==> config.mk <==
export PLATFORM = sky130hd
export DESIGN_NAME = cpc_mem_arbiter
export DESIGN_NICKNAME = d
export VERILOG_FILES = /design/src/rtl/cpc_mem_arbiter.sv
export SDC_FILE = /design/constraint.sdc
export NUM_CORES = 1
export LEC_CHECK = 0
export CORE_MARGIN = 8
export CORE_UTILIZATION = 56
export DETAILED_ROUTE_END_ITERATION = 16
export PLACE_DENSITY_LB_ADDON = 0.08
export SYNTH_ARGS = -nofsm -noshare
export SYNTH_HDL_FRONTEND = slang
export SYNTH_SLANG_ARGS = --single-unit
==> constraint.sdc <==
create_clock -name clk_sys -period 7.1 [get_ports clk_sys]
set_input_delay 2.13 -clock clk_sys [delete_from_list [all_inputs] [get_ports clk_sys]]
set_output_delay 2.13 -clock clk_sys [all_outputs]
set_load 0.02 [all_outputs]
==> src/rtl/cpc_mem_arbiter.sv <==
// Slot scheduler sharing the SDRAM CPU port between CPU, boot download FIFO and DMA.
// Optional macro ARB_STARVE_EN adds a DMA anti-starvation counter.
module cpc_mem_arbiter #(
    parameter int BOOT_DEPTH = 4,
    parameter int RD_SLOTS   = 2,
    parameter int STARVE_MAX = 8
) (
    input  logic        clk_sys,
    input  logic        reset,
    input  logic        ce_ref,
    input  logic        boot_mode,
    input  logic        cpu_rd,
    input  logic        cpu_wr,
    input  logic [22:0] cpu_addr,
    input  logic [1:0]  cpu_bank,
    input  logic [7:0]  cpu_din,
    output logic [7:0]  cpu_rdata,
    output logic        cpu_busy,
    input  logic        boot_wr,
    input  logic [22:0] boot_addr,
    input  logic [1:0]  boot_bank,
    input  logic [7:0]  boot_din,
    output logic        boot_full,
    output logic        boot_ovf,
    input  logic        dma_req,
    input  logic        dma_we,
    input  logic [22:0] dma_addr,
    input  logic [1:0]  dma_bank,
    input  logic [7:0]  dma_din,
    output logic        dma_ack,
    output logic [7:0]  dma_rdata,
    output logic        mem_oe,
    output logic        mem_we,
    output logic [22:0] mem_addr,
    output logic [1:0]  mem_bank,
    output logic [7:0]  mem_din,
    input  logic [7:0]  mem_dout
);

    localparam int PW = $clog2(BOOT_DEPTH);
    localparam logic [PW:0] DEPTH_C = (PW + 1)'(BOOT_DEPTH);

    typedef enum logic [1:0] {SEL_NONE, SEL_CPU, SEL_BOOT, SEL_DMA} sel_t;

    sel_t        sel;
    logic        cpu_rd_q, cpu_wr_q;
    logic        cpu_pend, cpu_pend_we, cpu_busy_q;
    logic [22:0] cpu_pend_addr;
    logic [1:0]  cpu_pend_bank;
    logic [7:0]  cpu_pend_din;
    logic        rd_rise, wr_rise;

    logic [32:0] fifo_mem [BOOT_DEPTH];
    logic [32:0] fifo_head;
    logic [PW-1:0] wr_ptr, rd_ptr;
    logic [PW:0] count;
    logic        push_ok, pop;

    logic        dma_busy, dma_ok, dma_force, cpu_ok, boot_ok;
    logic        gnt_we;
    logic [22:0] gnt_addr;
    logic [1:0]  gnt_bank;
    logic [7:0]  gnt_din;

    logic [RD_SLOTS-1:0] pipe_vld, pipe_dma;
    logic        cap, cap_cpu, cap_dma, rd_grant;

    assign rd_rise   = cpu_rd && !cpu_rd_q;
    assign wr_rise   = cpu_wr && !cpu_wr_q;
    assign cpu_busy  = cpu_busy_q;
    assign boot_full = (count == DEPTH_C);
    assign fifo_head = fifo_mem[rd_ptr];

    assign cpu_ok  = cpu_pend && !boot_mode;
    assign boot_ok = (count != '0);
    assign dma_ok  = dma_req && !dma_busy;

    assign pop     = (sel == SEL_BOOT);
    assign push_ok = boot_wr && (!boot_full || pop);

    assign cap      = ce_ref && pipe_vld[RD_SLOTS-1];
    assign cap_cpu  = cap && !pipe_dma[RD_SLOTS-1];
    assign cap_dma  = cap && pipe_dma[RD_SLOTS-1];
    assign rd_grant = (sel != SEL_NONE) && !gnt_we;

`ifdef ARB_STARVE_EN
    logic [3:0] starve_cnt;

    assign dma_force = (starve_cnt >= 4'(STARVE_MAX));

    always_ff @(posedge clk_sys) begin
        if (reset || !dma_req)
            starve_cnt <= '0;
        else if (sel == SEL_DMA)
            starve_cnt <= '0;
        else if (ce_ref && dma_ok && starve_cnt != 4'hF)
            starve_cnt <= starve_cnt + 4'd1;
    end
`else
    // Strict priority: the DMA engine is never promoted.
    assign dma_force = (STARVE_MAX < 0);
`endif

    always_comb begin
        sel = SEL_NONE;
        if (ce_ref) begin
            if (dma_force && dma_ok)
                sel = SEL_DMA;
            else if (cpu_ok)
                sel = SEL_CPU;
            else if (boot_ok)
                sel = SEL_BOOT;
            else if (dma_ok)
                sel = SEL_DMA;
        end
    end

    always_comb begin
        gnt_we   = 1'b0;
        gnt_addr = mem_addr;
        gnt_bank = mem_bank;
        gnt_din  = mem_din;
        case (sel)
            SEL_CPU: begin
                gnt_we   = cpu_pend_we;
                gnt_addr = cpu_pend_addr;
                gnt_bank = cpu_pend_bank;
                gnt_din  = cpu_pend_din;
            end
            SEL_BOOT: begin
                gnt_we   = 1'b1;
                gnt_addr = fifo_head[32:10];
                gnt_bank = fifo_head[9:8];
                gnt_din  = fifo_head[7:0];
            end
            SEL_DMA: begin
                gnt_we   = dma_we;
                gnt_addr = dma_addr;
                gnt_bank = dma_bank;
                gnt_din  = dma_din;
            end
            default: ;
        endcase
    end

    // A read or write stays busy until its write slot or its read data capture.
    always_ff @(posedge clk_sys) begin
        if (reset) begin
            cpu_rd_q      <= 1'b0;
            cpu_wr_q      <= 1'b0;
            cpu_pend      <= 1'b0;
            cpu_pend_we   <= 1'b0;
            cpu_busy_q    <= 1'b0;
            cpu_pend_addr <= '0;
            cpu_pend_bank <= '0;
            cpu_pend_din  <= '0;
            cpu_rdata     <= '0;
        end else begin
            cpu_rd_q <= cpu_rd;
            cpu_wr_q <= cpu_wr;
            if (sel == SEL_CPU) begin
                cpu_pend <= 1'b0;
                if (cpu_pend_we)
                    cpu_busy_q <= 1'b0;
            end
            if (cap_cpu) begin
                cpu_rdata  <= mem_dout;
                cpu_busy_q <= 1'b0;
            end
            if (!cpu_busy_q && (rd_rise || wr_rise)) begin
                cpu_pend      <= 1'b1;
                cpu_busy_q    <= 1'b1;
                cpu_pend_we   <= !rd_rise;
                cpu_pend_addr <= cpu_addr;
                cpu_pend_bank <= cpu_bank;
                cpu_pend_din  <= cpu_din;
            end
        end
    end

    always_ff @(posedge clk_sys) begin
        if (push_ok)
            fifo_mem[wr_ptr] <= {boot_addr, boot_bank, boot_din};
    end

    always_ff @(posedge clk_sys) begin
        if (reset) begin
            wr_ptr   <= '0;
            rd_ptr   <= '0;
            count    <= '0;
            boot_ovf <= 1'b0;
        end else begin
            if (push_ok)
                wr_ptr <= wr_ptr + 1'b1;
            if (pop)
                rd_ptr <= rd_ptr + 1'b1;
            count <= count + (PW + 1)'(push_ok) - (PW + 1)'(pop);
            if (boot_wr && !push_ok)
                boot_ovf <= 1'b1;
        end
    end

    // dma_busy blocks re-granting a request whose ack has not yet been seen.
    always_ff @(posedge clk_sys) begin
        if (reset) begin
            dma_busy  <= 1'b0;
            dma_ack   <= 1'b0;
            dma_rdata <= '0;
        end else begin
            dma_ack <= ((sel == SEL_DMA) && gnt_we) || cap_dma;
            if (cap_dma)
                dma_rdata <= mem_dout;
            if (dma_ack)
                dma_busy <= 1'b0;
            if (sel == SEL_DMA)
                dma_busy <= 1'b1;
        end
    end

    always_ff @(posedge clk_sys) begin
        if (reset) begin
            pipe_vld <= '0;
            pipe_dma <= '0;
            mem_oe   <= 1'b0;
            mem_we   <= 1'b0;
            mem_addr <= '0;
            mem_bank <= '0;
            mem_din  <= '0;
        end else if (ce_ref) begin
            pipe_vld <= (pipe_vld << 1) | RD_SLOTS'(rd_grant);
            pipe_dma <= (pipe_dma << 1) | RD_SLOTS'(rd_grant && (sel == SEL_DMA));
            mem_oe   <= rd_grant;
            mem_we   <= (sel != SEL_NONE) && gnt_we;
            mem_addr <= gnt_addr;
            mem_bank <= gnt_bank;
            mem_din  <= gnt_din;
        end
    end

endmodule

## Word level (Yosys, flattened, before mapping)

Memories as Yosys holds them, arrays and structs flattened. A register that Yosys moved wholly into a read port is not among the register bits.
Cells that the tools add are included.

| word-level totals | value |
|---|---|
| register bits after elaboration | 103 |
| memories | 1 |
| logic and storage cells | 90 |
| output and inout port bits | 55 |
| input bits | 116 |
| memory bits (writable) | 132 |

| operators by class | value |
|---|---|
| eq/ne operators | 4 |
| multiplexer cells | 20 |
| reduce and logical (&&, ||, !) cells | 36 |
| bitwise operators | 2 |
| $add $sub $neg | 4 |

Memory list:

| name | words | bits a word | read ports | clocked after Yosys merged registers in | wr ports | line | RTL |
|---|---|---|---|---|---|---|---|
| fifo_mem | 4 | 33 | 1 | 1 | 1 | 53 | `logic [32:0] fifo_mem [BOOT_DEPTH];` |

Operators by type and width:

| operator | count |
|---|---|
| one-hot mux 23 bit (3 select lines) | 1 |
| one-hot mux 8 bit (3 select lines) | 1 |
| logical AND 1 bit | 14 |
| 2-to-1 mux 2 bit | 6 |
| nonzero test 3 bit | 4 |
| zero test 1 bit | 10 |
| 2-to-1 mux 1 bit | 10 |
| one-hot mux 2 bit (3 select lines) | 1 |
| nonzero test 2 bit | 3 |
| adder 2 x 1 -> 2 bit (second input constant) | 2 |
| == test 2 bit (second input constant) | 2 |
| OR 2 x 1 -> 2 bit | 2 |
| AND reduction 2 bit | 2 |
| adder 3 x 1 -> 3 bit | 1 |
| == test 3 bit (second input constant) | 1 |
| logical OR 1 bit | 3 |
| one-hot mux 1 bit (3 select lines) | 1 |
| subtractor 3 x 1 -> 3 bit | 1 |
| == test 2 x 1 -> 1 bit (second input constant) | 1 |

## Logic depth before layout (Yosys ltp)

Gate-level depths: netlist of run 1.

| depth | value |
|---|---|
| word-level depth | 12 |
| mapped depth | 12 |
| gate-level depth less buffers | 10 |

## Least setup slack after synthesis of run 1

OpenSTA, ideal clock, no wires.

| timing | value |
|---|---|
| path kind | in2reg |
| start point | input ce_ref |
| end point | memory fifo_mem[0][0] (enable) |
| slack | 3.004 ns |
| data required time | 6.707 ns |
| library setup time | 0.393 ns |
| path buffers | 1 |
| arrival time | 3.702 ns |
| cell stages on the path | 4 |
| cells stage by stage | buf_2 inv_1 o21ai_0 and3_1 |

| between the ends | value |
|---|---|
| longest elaborated chain between the ends | 6 |

RTL lines:

| item | line | RTL |
|---|---|---|
| start: declaration | 10 | `input logic ce_ref,` |
| 2-to-1 mux 2 bit | 106 | `if (ce_ref) begin` |
| == test 2 bit | 78 | `assign pop = (sel == SEL_BOOT);` |
| logical OR 1 bit | 79 | `assign push_ok = boot_wr && (!boot_full \|\| pop);` |
| logical AND 1 bit | 79 |  |
| 2-to-1 mux 1 bit | 182 | `if (push_ok)` |
| 2-to-1 mux 1 bit (not written as such) | 183 | `fifo_mem[wr_ptr] <= {boot_addr, boot_bank, boot_din};` |
| end: declaration | 53 |  |

No other way between the ends.

## Worst setup path after layout of run 1

| timing | value |
|---|---|
| start point | input ce_ref |
| end point | register count[2] |

| between the ends | value |
|---|---|
| longest elaborated chain between the ends | 6 |

RTL lines:

| item | line | RTL |
|---|---|---|
| 2-to-1 mux 2 bit * | 106 |  |
| == test 2 bit * | 78 |  |
| logical OR 1 bit | 79 |  |
| logical AND 1 bit | 79 |  |
| adder 3 x 1 -> 3 bit | 197 | `count <= count + (PW + 1)'(push_ok) - (PW + 1)'(pop);` |
| subtractor 3 x 1 -> 3 bit * | 197 |  |
| end signal: assignment | 197 |  |
| end: declaration | 56 | `logic [PW:0] count;` |

Mark *: on every way between the ends. The rest lies on a longest branch, timed or not.
A chain may end at the register's enable or synchronous reset.

==> results.py, run 1 <==
metrics = {
    "logic_synthesis": {
        "synth_largest_area_cell": "edfxtp_1",
        "ys_types": 39,
        "syn_inst": 723,
        "ys.warnings.count": 0,
        "ys_ff_latch": 236,
        "async_reset_ff_share_pct": 0,
        "ys.flop_type": "edfxtp_1",
        "synthTopCellsByArea": "edfxtp_1 43%, dfxtp_1 23%, mux4_2 8.1%, nand2_1 5.4%, a21oi_1 3.1%",
        "synth.avg_cell_area_um2": 12.7,
        "syn_nets": 845,
        "synth-edff-count": 132,
        "ys_seq_area_share_pct": 65.9,
        "netlist_area_mm2": 0.00918,
        "yosysTopAreaCellShare_pct": 43.2,
    },
    "worst_setup_path": {
        "cp.arrival_ns": 4.95,
        "end_kind": "flip-flop",
        "reg2reg_to": "count[2]",
        "r2r_start": "cpu_pend",
        "critical_path_required_ns": 7.46,
        "critPathKind": "primary input to flip-flop",
        "start_kind": "primary input",
        "ff2ff_setup_slack_ns": 4.41,
        "rr_worst_depth": 11,
        "crit_fanout": 44,
    },
    "finish": {
        "final_common_cell": "clkdlybuf4s50_1",
        "nets": 994,
        "multi_input_area_mm2": 0.00291,
        "area_delta_synth_final_pct": 28.5,
        "layout-drive-gt1-share_pct": 10.6,
        "final_cell_mix": "168 x clkdlybuf4s50_1, 133 x nand2_1, 132 x edfxtp_1, 103 x dfxtp_1, 55 x a21oi_1",
        "n_antenna_cell": 0,
        "fill_cells": 1089,
        "instances_no_fill": 1108,
        "regArea_mm2": 0.00605,
        "fin_area_mm2": 0.0118,
    },
    "place": {
        "place_hpwl_um": 15500,
        "port_buffers": 170,
        "place_inst": 1067,
        "place_congestion": 0.855,
        "placed_area_mm2": 0.0110,
        "dp_slack_ns": 2.05,
    },
    "floorplan": {
        "die_y_um": 144,
        "dieWidth_um": 144,
        "rows": 47,
        "ioPinCount": 171,
        "core_mm2": 0.0163,
        "die_area_mm2": 0.0207,
        "start_util_pct": 56.3,
    },
    "global_route": {
        "grt_first_pass_wirelength_um": 35800,
        "grt_max_degree": 70,
        "grt_use_total_pct": 22.2,
        "first_global_vias": 6585,
        "antenna_found_initial": 0,
        "overflow": 0,
    },
    "sta": {
        "fin_tns_setup_ns": 0,
        "worst_slack_ns": 2.51,
        "worst_clock_skew_ns": 0.00672,
        "fin_crit_sh_pct": 64.7,
        "hold_slack_ns": 0.455,
        "tightest_slew_ns": 1.27,
        "rsz0062_at_grt": "no",
        "setup_viol": 0,
        "slew_violations": 0,
        "fmax_mhz": 218,
        "relSlewSlack_pct": 15.6,
        "hold_violations": 0,
        "timing.final.crit_period_ns": 4.59,
    },
    "power_and_ir_drop": {
        "powerDensity_mw_per_mm2": 330,
        "power_leakage_uw": 0.00397,
        "ir_drop_uv": 231,
    },
    "flow_run": {
        "cap_violations": 0,
    },
    "route": {
        "drt-pass1-iter-count": 5,
        "first_iter_violations": 464,
        "wl_um": 23000,
        "drc_errors": 0,
        "vias": 6375,
        "wire_per_inst_um": 20.8,
        "vias_per_cell": 5.75,
        "drtAntennaViolNets": 0,
    },
    "clock_network": {
        "htree_levels": 1,
        "root_buffer": "clkbuf_16",
        "clock_latency_ns": 0.50,
        "cts_tree": "built",
        "clockBufferDepth": 3,
        "cts.clk_slew.worst_paths_ns": 0.06,
        "cts_sinks": 236,
        "numCtsBuffers": 23,
        "ctsHoldBuffers": 0,
        "cts_setup_buffers": 0,
        "postCtsResizedCells": 0,
    },
    "hold_path": {
        "hp-start": "cpu_pend_din[5]",
        "holdPathStages": 2,
        "hp-class": "flip-flop to flip-flop",
        "min_to": "cpu_pend_din[5]",
    },
    "outcome": {
        "status": "completed",
    },
}
state kept, by name, summed over array words and instances (netlist names), 2 cells and up, named ones only:
signal         cells
wr_ptr             2
mem_din            8
dma_rdata          8
rd_ptr             2
cpu_pend_din       8
pipe_dma           2
pipe_vld           2
mem_bank           2
count              3
cpu_pend_addr     23
cpu_rdata          8
mem_addr          23
fifo_mem         132
cpu_pend_bank      2
logic make-up (layout without fill, tap and decap cells):
| family | Yosys count | in the layout | share of synthesized area (%) |
|---|---|---|---|
| adders and majority gates | 6 | 6 | 0.900 |
| buffers and inverters | 63 | 228 | 2.71 |
| xor gates and xnor gates | 4 | 4 | 0.382 |
| DFF | 236 | 236 | 65.9 |
| AOI/OAI and AO/OA | 198 | 198 | 13.3 |
| and+or+nand+nor | 179 | 179 | 8.33 |
| muxes | 37 | 37 | 8.53 |
per-stage QoR:
stage	power (uW)	util (%)
detailed placement	2710	67.7
global route	4060	72.4
global placement	2680	67.7
floorplan	2320	-
finish	3900	72.4
CTS	3910	72.4
worst max-delay path by stage:
stage                     startpoint              end  slack, ns  cells past startpoint
after floorplan               ce_ref   fifo_mem[0][0]       3.00                      4
after global placement        ce_ref  fifo_mem[1][15]       2.27                      4
after detailed placement      ce_ref         count[2]       2.05                     11
after CTS                     ce_ref         count[2]       2.58                     11
after global routing          ce_ref         count[2]       2.17                     11
final                         ce_ref         count[2]       2.51                     11
power breakdown:
group | switching (uW) | internal, uW
Clock | 483 | 725
Sequential | 80.8 | 1590
Combinational | 553 | 465
cell usage after synthesis, drive strengths merged, types with 3 or more instances:
cell,n
a21boi,33
a21oi,56
a31oi,34
and3,5
buf,12
clkbuf,43
dfxtp,104
edfxtp,132
ha,5
inv,8
mux2i,4
mux4,33
nand2,133
nand2b,5
nand3,6
nor2,14
nor2b,4
nor3,3
o211ai,33
o21ai,38
cell type report:
class | instances | share of cell area [%]
clock buffers | 36 | 6.06
clock inverters | 5 | 0.456
inverters | 8 | 0.255
multi-input cells | 424 | 24.7
flip-flops and latches | 236 | 51.3
well taps | 220 | 2.33
repair buffers | 179 | 14.9
routing by layer:
layer / part of all wire [%] / global-route usage, % / routed length [um]
met5: 0 / 0 / 0
met4: 2.0 / 5.70 / 459
met3: 8.7 / 3.76 / 2010
met2: 48 / 35.8 / 10900
met1: 42 / 30.6 / 9600
critical path: stages:
cell	delay [ns]
buf_2	0.62
inv_1	0.32
o21ai_0	0.65
nand3_1	0.15
o21ai_0	0.11
ha_1	0.17
inv_1	0.06
fa_1	0.37
xor2_1	0.17
xnor2_1	0.13
nor2_1	0.05
(Power assumes the default switching activity.)
==> run 2: changes to the inputs <==
CORE_UTILIZATION = 52   (was 56)
clock period = 4.4 ns   (was 7.1 ns; I/O delays follow)
==> results.py, run 2 (synthesis gave the netlist of run 1 again) <==
metrics = {
    "finish": {
        "multi_input_area_mm2": 0.00291,
        "fill_cells": 1217,
        "top_register": "fifo_mem",
        "layout-drive-gt1-share_pct": 11.1,
        "reg.largest.list": "fifo_mem x132, cpu_pend_addr x23, mem_addr x23",
        "regArea_mm2": 0.00605,
        "area_delta_synth_final_pct": 29.9,
        "n_antenna_cell": 0,
        "final_common_cell": "clkdlybuf4s50_1",
        "nets": 1003,
        "final_cell_mix": "168 x clkdlybuf4s50_1, 133 x nand2_1, 132 x edfxtp_1, 103 x dfxtp_1, 55 x a21oi_1",
        "largest_reg_flops": 132,
    },
    "worst_setup_path": {
        "reg2reg_to": "count[2]",
        "cp_slowest_stage_delay_ns": 0.58,
        "cp.arrival_ns": 3.72,
        "cp_cell_sequence": "clkdlybuf4s50_1 -> nor2b_2 -> o21ai_0 -> nand3_1 -> o21ai_0 -> ha_1 -> inv_1 -> fa_1 -> xor2_1 -> xnor2_1 -> nor2_1",
        "r2r_start": "cpu_pend",
        "slowest_stage": "o21ai_0",
        "critPathLaunch": "boot_mode",
        "timing.critical_path.to": "count[2]",
        "ff2ff_setup_slack_ns": 1.96,
        "crit_fanout": 7,
        "critPathKind": "primary input to flip-flop",
        "end_kind": "flip-flop",
        "start_kind": "primary input",
        "critical_path_required_ns": 4.77,
        "cpMostUsedCell": "o21ai_0",
        "rr_worst_depth": 10,
    },
    "floorplan": {
        "start_util_pct": 53.1,
        "die_y_um": 149,
        "dieWidth_um": 149,
        "die_area_mm2": 0.0222,
        "core_mm2": 0.0173,
        "ioPinCount": 171,
        "rows": 48,
    },
    "clock_network": {
        "cts_sinks": 236,
        "postCtsResizedCells": 0,
        "clock_latency_ns": 0.51,
        "root_buffer": "clkbuf_16",
        "cts.clk_slew.worst_paths_ns": 0.06,
        "cts_tree": "built",
        "ctsHoldBuffers": 0,
        "cts_setup_buffers": 0,
        "numCtsBuffers": 24,
        "clockBufferDepth": 3,
        "htree_levels": 1,
    },
    "sta": {
        "rsz0062_at_grt": "no",
        "fin_crit_sh_pct": 76.0,
        "worst_slack_ns": 1.05,
        "fmax_mhz": 299,
        "hold_violations": 0,
        "slew_violations": 0,
        "setup_viol": 0,
        "relSlewSlack_pct": 34.7,
        "fin_tns_setup_ns": 0,
        "hold_slack_ns": 0.456,
        "tightest_slew_ns": 0.979,
        "worst_clock_skew_ns": 0.0106,
        "timing.final.crit_period_ns": 3.35,
    },
    "route": {
        "vias_per_cell": 5.69,
        "wire_per_inst_um": 20.6,
        "wl_um": 23100,
        "drtAntennaViolNets": 0,
        "drt-pass1-iter-count": 5,
        "first_iter_violations": 493,
        "vias": 6396,
        "drc_errors": 0,
    },
    "power_and_ir_drop": {
        "power_leakage_uw": 0.00404,
        "powerDensity_mw_per_mm2": 539,
        "ir_drop_uv": 372,
    },
    "hold_path": {
        "hp-class": "flip-flop to flip-flop",
        "holdPathStages": 2,
        "hp-start": "cpu_pend_din[0]",
    },
    "global_route": {
        "grt_first_pass_wirelength_um": 35900,
        "grt_use_total_pct": 20.5,
        "grt_max_degree": 69,
        "antenna_found_initial": 0,
        "first_global_vias": 6544,
        "overflow": 0,
    },
    "place": {
        "port_buffers": 170,
        "place_congestion": 0.806,
        "dp_slack_ns": 0.586,
        "place_hpwl_um": 15600,
    },
    "outcome": {
        "status": "completed",
    },
    "flow_run": {
        "cap_violations": 0,
    },
}
==> run 2: cell count changes in the layout (fill, tap and decap cells not counted), sizes merged <==
cell | previous run | this run
buf | 11 | 19
clkbuf | 36 | 39
bufinv | 1 | 2
inv | 9 | 8
==> run 2: area by class of cell <==
| class | instances | area share, % |
|---|---|---|
| flip-flops and latches | 236 | 50.7 |
| multi-input cells | 424 | 24.4 |
| repair buffers | 187 | 15.3 |
| clock buffers | 39 | 6.27 |
| well taps | 225 | 2.36 |
| clock inverters | 5 | 0.724 |
| inverters | 8 | 0.252 |
==> run 2: how the worst min path moves through the flow <==
stage / endpoint / slack, ns
after detailed placement: cpu_pend_din[0] / 0.45
after global placement: cpu_pend_addr[0] / 0.44
after floorplan: cpu_pend_addr[0] / 0.43
after global routing: cpu_rdata[5] / 0.47
final: cpu_pend_din[0] / 0.46
after CTS: cpu_pend_din[0] / 0.46
==> run 2: critical path: cells and delay by family <==
family | cells | cell delay [ns]
compound gates | 2 | 0.69
xor+xnor | 2 | 0.32
fa+ha+maj | 2 | 0.56
buf+inv | 2 | 0.59
simple gates | 3 | 0.24
==> run 2: stage by stage <==
step	cells	util (%)	total power (uW)	area, um^2
floorplan	723	-	3740	9180
detailed placement	1080	64.1	4390	11100
global route	1124	68.9	6710	11900
global placement	1080	64.1	4350	11100
CTS	1124	68.9	6470	11900
finish	1124	68.9	6420	11900
==> run 2: layer usage <==
metal  routed length [um]  track usage (%)  vias up
met1                10000             27.6     3132
met2                10900             33.1      230
met3                 1660             4.16       36
li1                     -                -     2998
met4                  486             5.96        0
met5                    0                0        -
==> run 2: report_power, final <==
part / switching (uW) / total, uW / internal (uW)
registers: 149 / 2710 / 2560
logic: 873 / 1630 / 760
clock network: 800 / 2080 / 1280
==> run 3: changes to the inputs <==
clock period = 3.2 ns   (was 4.4 ns; I/O delays follow)
==> results.py, run 3 (synthesis gave the netlist of run 1 again) <==
metrics = {
    "worst_setup_path": {
        "slowest_stage": "clkdlybuf4s50_1",
        "r2r_start": "count[1]",
        "rr_worst_depth": 10,
        "crit_buf_inv": 1,
        "cp_cell_sequence": "nor3b_1 -> clkdlybuf4s50_1",
        "cp.depth": 2,
        "critical_path_required_ns": 2.24,
        "crit_family": "buffers and inverters",
        "reg2reg_to": "count[2]",
        "cp.arrival_ns": 2.02,
        "start_kind": "flip-flop",
        "critPathKind": "flip-flop to output pin",
        "timing.critical_path.to": "boot_full",
        "ff2ff_setup_slack_ns": 0.91,
        "end_kind": "output pin",
        "cp_slowest_stage_delay_ns": 0.70,
        "crit_fanout": 4,
        "critPathLaunch": "count[2]",
    },
    "sta": {
        "worst_slack_ns": 0.222,
        "setup_viol": 0,
        "fin_crit_sh_pct": 93.1,
        "slew_violations": 0,
        "relSlewSlack_pct": 18.7,
        "fmax_mhz": 336,
        "timing.final.crit_period_ns": 2.98,
        "rsz0062_at_grt": "no",
        "fin_tns_setup_ns": 0,
        "worst_clock_skew_ns": 0.00782,
        "tightest_slew_ns": 1.22,
        "hold_violations": 0,
    },
    "global_route": {
        "first_global_vias": 6435,
        "overflow": 0,
        "grt_first_pass_wirelength_um": 36200,
        "grt_use_total_pct": 20.6,
        "antenna_found_initial": 0,
        "grt_max_degree": 69,
    },
    "finish": {
        "area_delta_synth_final_pct": 30.5,
        "nets": 1010,
        "reg.largest.list": "fifo_mem x132, cpu_pend_addr x23, mem_addr x23",
        "final_cell_mix": "168 x clkdlybuf4s50_1, 133 x nand2_1, 132 x edfxtp_1, 103 x dfxtp_1, 55 x a21oi_1",
        "layout-drive-gt1-share_pct": 11.4,
        "top_register": "fifo_mem",
        "fin_area_mm2": 0.0120,
        "largest_reg_flops": 132,
        "final_common_cell": "clkdlybuf4s50_1",
        "post-route-util_pct": 69.3,
        "n_antenna_cell": 0,
    },
    "clock_network": {
        "clock_latency_ns": 0.52,
        "root_buffer": "clkbuf_16",
        "cts_sinks": 236,
        "ctsHoldBuffers": 0,
        "clockBufferDepth": 3,
        "cts.clk_slew.worst_paths_ns": 0.06,
        "htree_levels": 1,
        "cts_setup_buffers": 0,
        "postCtsResizedCells": 0,
        "numCtsBuffers": 25,
        "cts_tree": "built",
    },
    "floorplan": {
        "die_area_mm2": 0.0222,
        "die_y_um": 149,
        "dieWidth_um": 149,
        "ioPinCount": 171,
        "start_util_pct": 53.1,
        "rows": 48,
        "core_mm2": 0.0173,
    },
    "route": {
        "first_iter_violations": 522,
        "vias_per_cell": 5.58,
        "vias": 6309,
        "drt-pass1-iter-count": 5,
        "wire_per_inst_um": 20.2,
        "drc_errors": 0,
        "wl_um": 22800,
        "drtAntennaViolNets": 0,
    },
    "place": {
        "port_buffers": 170,
        "place_congestion": 0.823,
        "placed_area_mm2": 0.0112,
        "dp_slack_ns": 0.114,
        "place_hpwl_um": 15500,
    },
    "hold_path": {
        "hp-start": "dma_rdata[1]",
        "hp-class": "flip-flop to flip-flop",
    },
    "outcome": {
        "status": "completed",
    },
    "power_and_ir_drop": {
        "ir_drop_uv": 502,
        "power_leakage_uw": 0.00407,
        "powerDensity_mw_per_mm2": 736,
    },
    "flow_run": {
        "cap_violations": 0,
    },
}
[run 3: how the worst min path moves through the flow]
| stage | to | cells after the start |
|---|---|---|
| 2_1_floorplan | cpu_pend_addr[0] | 2 |
| 3_3_place_gp | cpu_pend_din[1] | 2 |
| 3_5_place_dp | cpu_rdata[7] | 2 |
| 4_1_cts | cpu_rdata[7] | 2 |
| 5_1_grt | cpu_pend_din[4] | 2 |
| 6_report | dma_rdata[1] | 2 |
[run 3: tightest hold or removal path: cells and delay by family, from the launching register on]
| kind | cells | cell delay, ns |
|---|---|---|
| flops | 1 | 0.30 |
| simple gates | 1 | 0.05 |
| compound gates | 1 | 0.05 |
[run 3: stage by stage]
step | hold WS [ns] | std cells | total power (uW)
floorplan | 0.434 | 723 | 5140
global placement | 0.439 | 1086 | 6030
detailed placement | 0.446 | 1086 | 6080
CTS | 0.454 | 1131 | 8880
global route | 0.466 | 1131 | 9230
finish | 0.453 | 1131 | 8810
[run 3: layer usage]
layer	track usage [%]	vias to the layer above	wire, um
met3	4.76	24	1680
li1	-	3007	-
met5	0	-	0
met2	32.6	205	10700
met4	4.54	0	305
met1	28.7	3073	10200
[run 3: cell type report]
class,instances,area (um^2)
Clock inverter,10,116
Clock buffer,35,683
Multi-Input combinational cell,424,2910
Timing Repair Buffer,193,1910
Sequential cell,236,6050
Tap cell,225,282
Inverter,8,30.0
Fill cell,1205,5310
[run 3: power breakdown]
group          internal, uW  switching, uW
clock network          1660           1130
registers              3520            207
logic                  1090           1200
